[config.mk]
export PLATFORM = sky130hd
export DESIGN_NAME = jtag_dr_ctrl_flat
export DESIGN_NICKNAME = d
export VERILOG_FILES = /design/src/rtl/jtag_dr_ctrl_if.sv /design/src/rtl/jtag_dr_ctrl.sv /design/src/flat_wrapper.sv
export SDC_FILE = /design/constraint.sdc
export NUM_CORES = 1
export LEC_CHECK = 0
export BUFFER_PORTS_ARGS = -buffer_cell sky130_fd_sc_hd__buf_4
export CAP_MARGIN = 40
export CORE_UTILIZATION = 35
export DETAILED_ROUTE_END_ITERATION = 6
export RECOVER_POWER = 25
export SETUP_SLACK_MARGIN = 0.1
export SKIP_CTS_REPAIR_TIMING = 1
export SYNTH_ARGS = -nofsm -noshare
export SYNTH_HDL_FRONTEND = slang
export SYNTH_SLANG_ARGS = --single-unit
[constraint.sdc]
create_clock -name clk_sys_i -period 2.52 [get_ports clk_sys_i]
set_input_delay 0.126 -clock clk_sys_i [delete_from_list [all_inputs] [get_ports clk_sys_i]]
set_output_delay 0.126 -clock clk_sys_i [all_outputs]
set_load 0.005 [all_outputs]
[src/rtl/jtag_dr_ctrl_if.sv]
// System-side byte channels of the JTAG DR controller: host-to-system rx and system-to-host tx.
// master = system logic, slave = jtag_dr_ctrl.
interface jtag_dr_ctrl_if;
    logic       rx_valid_o;
    logic [7:0] rx_data_o;
    logic       rx_ready_i;
    logic       tx_valid_i;
    logic [7:0] tx_data_i;
    logic       tx_ready_o;

    modport master (
        input  rx_valid_o, rx_data_o, tx_ready_o,
        output rx_ready_i, tx_valid_i, tx_data_i
    );

    modport slave (
        output rx_valid_o, rx_data_o, tx_ready_o,
        input  rx_ready_i, tx_valid_i, tx_data_i
    );
endinterface

[src/rtl/jtag_dr_ctrl.sv]
// Oversamples the virtual-JTAG DR path, runs an 11-bit shift register and trades bytes with the system.
// Actions land g_sync_stages+1 clocks after a tck rise; rx/tx are one-entry buffers with valid/ready.
module jtag_dr_ctrl #(
    parameter int g_sync_stages = 2
) (
    input  logic         clk_sys_i,
    input  logic         rst_n_i,
    input  logic         tck_i,
    input  logic         tdi_i,
    input  logic         capture_i,
    input  logic         shift_i,
    input  logic         update_i,
    output logic         tdo_o,
    output logic         overrun_o,
    input  logic         clr_overrun_i,
    output logic         jtag_rst_o,
    jtag_dr_ctrl_if.slave sys
);

    // Bit order inside each synchronizer stage: {update, shift, capture, tdi, tck}.
    logic [g_sync_stages-1:0][4:0] sync_q, sync_d;
    logic        tck_prev_q, tck_prev_d;
    logic        armed_q, armed_d;
    logic [10:0] sr_q, sr_d;
    logic        tdo_q, tdo_d;
    logic        tx_snap_q, tx_snap_d;
    logic        rx_full_q, rx_full_d;
    logic [7:0]  rx_data_q, rx_data_d;
    logic        tx_full_q, tx_full_d;
    logic [7:0]  tx_byte_q, tx_byte_d;
    logic        overrun_q, overrun_d;
    logic        jtag_rst_q, jtag_rst_d;

    logic [4:0]  tap_s;
    logic        tck_edge, do_cap, do_shift, do_upd;
    logic        host_wr, host_ack, rx_take, rx_free, tx_load;
    logic [2:0]  cmd;

    always_comb begin
        sync_d    = sync_q;
        sync_d[0] = {update_i, shift_i, capture_i, tdi_i, tck_i};
        for (int i = 1; i < g_sync_stages; i++) begin
            sync_d[i] = sync_q[i-1];
        end
    end

    always_comb begin
        tap_s      = sync_q[g_sync_stages-1];
        tck_prev_d = tap_s[0];
        // Edges count only once tck has been seen low, so a tck held high through reset is not an edge.
        armed_d    = armed_q | ~tap_s[0];
        tck_edge   = armed_q & tap_s[0] & ~tck_prev_q;
        do_cap     = tck_edge & tap_s[2];
        do_shift   = tck_edge & ~tap_s[2] & tap_s[3];
        do_upd     = tck_edge & ~tap_s[2] & ~tap_s[3] & tap_s[4];
        cmd        = sr_q[10:8];
        host_wr    = do_upd & ((cmd == 3'b001) | (cmd == 3'b011));
        host_ack   = do_upd & ((cmd == 3'b010) | (cmd == 3'b011));
        rx_take    = rx_full_q & sys.rx_ready_i;
        rx_free    = ~rx_full_q | rx_take;
        tx_load    = sys.tx_valid_i & ~tx_full_q;
    end

    always_comb begin
        sr_d       = sr_q;
        tdo_d      = sr_q[0];
        tx_snap_d  = tx_snap_q;
        rx_full_d  = rx_full_q;
        rx_data_d  = rx_data_q;
        tx_full_d  = tx_full_q;
        tx_byte_d  = tx_byte_q;
        overrun_d  = overrun_q;
        jtag_rst_d = do_upd & (cmd == 3'b100);

        if (do_cap) begin
            sr_d      = {1'b0, rx_full_q, tx_full_q, tx_byte_q};
            tx_snap_d = tx_full_q;
        end else if (do_shift) begin
            sr_d = {tap_s[1], sr_q[10:1]};
        end

        if (rx_take) begin
            rx_full_d = 1'b0;
        end
        if (host_wr && rx_free) begin
            rx_full_d = 1'b1;
            rx_data_d = sr_q[7:0];
        end

        if (clr_overrun_i) begin
            overrun_d = 1'b0;
        end
        if (host_wr && !rx_free) begin
            overrun_d = 1'b1;
        end

        // Ack only releases a byte that was already held when the host captured.
        if (tx_load) begin
            tx_full_d = 1'b1;
            tx_byte_d = sys.tx_data_i;
        end else if (host_ack && tx_snap_q) begin
            tx_full_d = 1'b0;
        end
        if (host_ack) begin
            tx_snap_d = 1'b0;
        end
    end

    always_ff @(posedge clk_sys_i or negedge rst_n_i) begin
        if (!rst_n_i) begin
            sync_q     <= '0;
            tck_prev_q <= 1'b0;
            armed_q    <= 1'b0;
            sr_q       <= '0;
            tdo_q      <= 1'b0;
            tx_snap_q  <= 1'b0;
            rx_full_q  <= 1'b0;
            rx_data_q  <= '0;
            tx_full_q  <= 1'b0;
            tx_byte_q  <= '0;
            overrun_q  <= 1'b0;
            jtag_rst_q <= 1'b0;
        end else begin
            sync_q     <= sync_d;
            tck_prev_q <= tck_prev_d;
            armed_q    <= armed_d;
            sr_q       <= sr_d;
            tdo_q      <= tdo_d;
            tx_snap_q  <= tx_snap_d;
            rx_full_q  <= rx_full_d;
            rx_data_q  <= rx_data_d;
            tx_full_q  <= tx_full_d;
            tx_byte_q  <= tx_byte_d;
            overrun_q  <= overrun_d;
            jtag_rst_q <= jtag_rst_d;
        end
    end

    assign tdo_o          = tdo_q;
    assign overrun_o      = overrun_q;
    assign jtag_rst_o     = jtag_rst_q;
    assign sys.rx_valid_o = rx_full_q;
    assign sys.rx_data_o  = rx_data_q;
    assign sys.tx_ready_o = ~tx_full_q;

endmodule

[src/flat_wrapper.sv]
// flat-port wrapper written by rule: the top's interface ports become plain ports
module jtag_dr_ctrl_flat 
#(
    parameter int g_sync_stages = 2
)
  (clk_sys_i, rst_n_i, tck_i, tdi_i, capture_i, shift_i, update_i, tdo_o, overrun_o, clr_overrun_i, jtag_rst_o, sys_rx_valid_o, sys_rx_data_o, sys_tx_ready_o, sys_rx_ready_i, sys_tx_valid_i, sys_tx_data_i);
  jtag_dr_ctrl_if sys_i ();
  input  logic clk_sys_i;
  input  logic rst_n_i;
  input  logic tck_i;
  input  logic tdi_i;
  input  logic capture_i;
  input  logic shift_i;
  input  logic update_i;
  output logic tdo_o;
  output logic overrun_o;
  input  logic clr_overrun_i;
  output logic jtag_rst_o;
  output wire logic [$bits(sys_i.rx_valid_o)-1:0] sys_rx_valid_o;
  output wire logic [$bits(sys_i.rx_data_o)-1:0] sys_rx_data_o;
  output wire logic [$bits(sys_i.tx_ready_o)-1:0] sys_tx_ready_o;
  input wire logic [$bits(sys_i.rx_ready_i)-1:0] sys_rx_ready_i;
  input wire logic [$bits(sys_i.tx_valid_i)-1:0] sys_tx_valid_i;
  input wire logic [$bits(sys_i.tx_data_i)-1:0] sys_tx_data_i;
  assign sys_rx_valid_o = sys_i.rx_valid_o;
  assign sys_rx_data_o = sys_i.rx_data_o;
  assign sys_tx_ready_o = sys_i.tx_ready_o;
  assign sys_i.rx_ready_i = sys_rx_ready_i;
  assign sys_i.tx_valid_i = sys_tx_valid_i;
  assign sys_i.tx_data_i = sys_tx_data_i;
  jtag_dr_ctrl #(.g_sync_stages(g_sync_stages)) u_core (.clk_sys_i(clk_sys_i), .rst_n_i(rst_n_i), .tck_i(tck_i), .tdi_i(tdi_i), .capture_i(capture_i), .shift_i(shift_i), .update_i(update_i), .tdo_o(tdo_o), .overrun_o(overrun_o), .clr_overrun_i(clr_overrun_i), .jtag_rst_o(jtag_rst_o), .sys(sys_i));
endmodule
-- Yosys cells after proc, flatten, opt, wreduce, memory -nomap -nowiden
Cells that the tools add are included.
- memory bits (read-only): 0
- bits in latches: 0
- register bits: 45
- memories: 0
- memory bits (writable): 0
- reductions and logical operators: 9
- magnitude comparators: 0
- $add $sub $neg: 0
- bitwise logic cells: 22
- divide/modulo/power cells: 0
- mux-type cells: 10
- shift operators: 0
- multipliers: 0
- eq/ne operators: 4
- operator list (kind ; count):
    $mux W11 ; 2
    $and A1 B1 Y1 ; 12
    $reduce_bool A2 Y1 ; 5
    $mux W1 ; 8
    $eq A3 B2 Y1 const B ; 2
    $not A1 Y1 ; 6
    $or A1 B1 Y1 ; 4
    $eq A3 B1 Y1 const B ; 1
    $eq A3 B3 Y1 const B ; 1
    $logic_and A1 B1 Y1 ; 3
    $logic_not A1 Y1 ; 1

-- Depth between registers and ports, before layout
- depth in word-level cells: 9
- depth in mapped cells: 5
- gate-level depth less buffers: 3

-- Worst setup path after synthesis
Ideal clock, no wire load.
- kind: flip-flop to flip-flop
- start point: register u_core.sync_q, in the netlist u_core.tap_s[2]
- end point: register u_core.rx_data_q[0] (netlist: u_core.sys.rx_data_o[0])
- arrival time: 1208 ps
- clock period less this slack: 1333 ps
- path buffers: 1
- cell stages (with the launch flop): 5
- path slack: 1187 ps
- cells stage by stage: dfrtp_1 > buf_6 > nor3b_4 > nand4_4 > mux2_2
- cells in the longest elaborated chain, start to end: 6
- RTL lines (item ; RTL line ; text):
    start, declared ; jtag_dr_ctrl.sv:21 ; logic [g_sync_stages-1:0][4:0] sync_q, sync_d;
    start signal, assigned ; jtag_dr_ctrl.sv:124 ; sync_q <= sync_d;
    $not A1 Y1 ; jtag_dr_ctrl.sv:55 ; do_upd = tck_edge & ~tap_s[2] & ~tap_s[3] & tap_s[4];
    $and A1 B1 Y1 (3 in series) ; jtag_dr_ctrl.sv:55 ;
    $and A1 B1 Y1 ; jtag_dr_ctrl.sv:57 ; host_wr = do_upd & ((cmd == 3'b001) | (cmd == 3'b011));
    $logic_and A1 B1 Y1 ; jtag_dr_ctrl.sv:85 ; if (host_wr && rx_free) begin
    end signal, assigned ; jtag_dr_ctrl.sv:131 ; rx_data_q <= rx_data_d;
    end, declared ; jtag_dr_ctrl.sv:28 ; logic [7:0] rx_data_q, rx_data_d;
Every way passes these cells.
A chain may end at the register's enable or synchronous reset.

-- Worst setup path after layout
- start point: register u_core.sync_q, in the netlist u_core.tap_s[2]
- end point: register u_core.rx_data_q[5] (netlist: u_core.sys.rx_data_o[5])
The elaborated chain is that of the path after synthesis.

==> flow_summary.yaml <==
yosys:
  synth_area_leader_cell: "dfrtp_1"
  synth_common_cells: "45 x dfrtp_1, 16 x mux2_2, 14 x o21ai_0"
  avgSynthCellArea_sq_um: 14.3
  synthCells: 119
  yosys_most_used_dff: "dfrtp_1"
  yosysWarnings: 0
  synth-edff-count: 0
  synth_area_sq_um: 1710
  synth_area_leaders: "dfrtp_1 66%, mux2_2 11%, o21ai_0 4.1%, mux2i_1 3.5%, o2bb2ai_1 2.1%"
  synth_seq_cells: 45
  syn-num-nets: 137
  synthArstFlopShare: 1.00
  yosysSeqAreaShare: 0.660
  yosys.area.top_type_share: 0.660
  yosysMostFrequentCell: "dfrtp_1"
  yosysUniqueCellTypes: 25
global_routing:
  antenna_found_initial: 0
  grt_usage: 0.131
  grt_max_degree: 46
  grt.overflow.total: 0
  grt_pass1_vias: 1039
  grt_pass1_wl_mm: 5.02
routing:
  wl_mm: 3.05
  vias: 1083
  drt_iter0_markers: 56
  first_pass_iters: 4
  ant_nets: 0
  wl_per_cell_microns: 14.3
  vias_per_cell: 5.08
  drcViolationCount: 0
setup_path:
  cp.arrival_ns: 1.87
  critical_path_class: "reg2reg"
  critPathCaptureType: "flop"
  worstPathRequired_ns: 2.70
  cp-start-kind: "flop"
  crit_fanout: 16
sta:
  slew_violations: 0
  skew_ns: 0.00609
  fin_setup_tns_ns: 0
  fin_crit_sh: 0.673
  grt_setup_unrepaired: "no"
  setup_viol_count_final: 0
  min_period_ns: 1.70
  hold_ws_ns: 0.0209
  max_freq_mhz: 590
  max-slew-margin-rel: 0.267
  tightestPinTransition_ns: 1.10
  final-hold-violation-count: 0
final_layout:
  syn2layout_area_growth_pct: 23.9
  filler_cell_count: 434
  antenna_cells: 0
  nets: 176
  drive_gt1_frac: 0.346
  post-route-util: 0.451
  post-route-cell-area_sq_um: 2110
placed_design:
  dp_hpwl_mm: 2.02
  place.port_buffers: 30
  dpl_cell_area_sq_um: 1980
  gp_congestion: 0.694
power:
  max-vdd-ir-drop_uv: 298
  p_leak_nw: 0.994
  p_per_area_nw_per_um2: 694
  totalPowerFinal_mw: 1.47
clock_network:
  clk_pin_slew_worst_paths_ns: 0.08
  cts_max_level: 2
  clockBufferDepth: 2
  cts_made_buffers: 5
  cts.sinks: 45
  clkLatencyLatePin_ns: 0.29
  cts_tree: "yes"
  cts-root-buf: "clkbuf_8"
floorplan:
  start_util: 0.364
  core_sq_um: 4690
  die-height_microns: 71.8
  die_x_microns: 71.8
  ioPinCount: 31
  rows: 25
  dieArea_sq_um: 5160
worst_hold_path:
  hold_path.class: "in2reg"
job:
  drv_cap: 0
outcome:
  status: "complete, no violations"
==> flip-flops by register name, summed over array words and instances (netlist names) <==
register	cells
u_core.sync_d	5
u_core.tx_snap_q	1
u_core.tx_byte_q	8
u_core.sys.rx_valid_o	1
u_core.tx_full_q	1
u_core.jtag_rst_o	1
u_core.overrun_o	1
u_core.tap_s	5
u_core.sys.rx_data_o	8
u_core.armed_q	1
u_core.sr_q	11
u_core.tck_prev_q	1
u_core.tdo_o	1
==> per-layer routing <==
metal | track usage | share of wire | up-vias
li1 | - | - | 504
met4 | 0.0588 | 0.018 | 0
met1 | 0.168 | 0.44 | 543
met3 | 0.0436 | 0.049 | 6
met5 | 0 | 0 | -
met2 | 0.202 | 0.49 | 30
==> layout by cell type, fill, tap and decap left out, types with 2 or more instances in the layout <==
cell	count
buf_4	25
o21ai_0	14
clkbuf_8	5
a22oi_1	4
o2bb2ai_1	4
nor2_1	3
mux2_2	16
inv_1	3
nand2b_1	2
dlygate4sd3_1	6
nor2b_1	3
clkbuf_4	5
clkbuf_1	3
mux2i_1	6
nand3_1	2
dfrtp_1	45
==> power breakdown <==
part / total (mW) / switching, mW / leakage, nW / internal (mW)
logic: 0.185 / 0.0707 / 0.392 / 0.114
registers: 0.865 / 0.0577 / 0.563 / 0.807
clock network: 0.417 / 0.220 / 0.0395 / 0.197
==> worst max-delay path, stage by stage (launching register included) <==
cell     delay [ns]
dfrtp_1        0.62
nor3b_4        0.38
nand4_4        0.24
mux2_2         0.33
==> final cells by class <==
type	count	area (sq um)	area share
Sequential cell	45	1130	0.533
Multi-Input combinational cell	65	534	0.253
Timing Repair Buffer	38	295	0.140
Clock buffer	8	80.1	0.0379
Tap cell	54	67.6	0.0320
Inverter	3	11.3	0.00533
==> path summary, 6_finish.rpt <==
kind / from / end / slack (ns) / depth (start not counted)
max in group asynchronous: rst_n_i / u_core.sr_q[2] / 1.28 / 2
worst min-delay path: clr_overrun_i / u_core.overrun_o / 0.02 / 2
min in group asynchronous: rst_n_i / u_core.overrun_o / 0.57 / 2
worst max-delay path: u_core.tap_s[2] / u_core.sys.rx_data_o[5] / 0.82 / 3
worst min register to register: u_core.sync_d[9] / u_core.tap_s[4] / 0.35 / 0
worst max register to register: u_core.tap_s[2] / u_core.sys.rx_data_o[5] / 0.82 / 3
==> metrics by stage <==
| stage | instances | setup WS (ns) |
|---|---|---|
| after floorplan | 119 | 1.19 |
| after global placement | 198 | 0.681 |
| after detailed placement | 199 | 0.796 |
| after CTS | 207 | 0.793 |
| after global routing | 213 | 0.704 |
| final | 213 | 0.824 |
==> cells by family after synthesis <==
group | Yosys count | synth area share
flip-flops | 45 | 0.660
AO/OA/AOI/OAI | 26 | 0.0953
multiplexers | 22 | 0.141
AND/OR/NAND/NOR | 17 | 0.0770
buffers and inverters | 9 | 0.0271
Note: power is estimated with default switching activity, not from simulation.
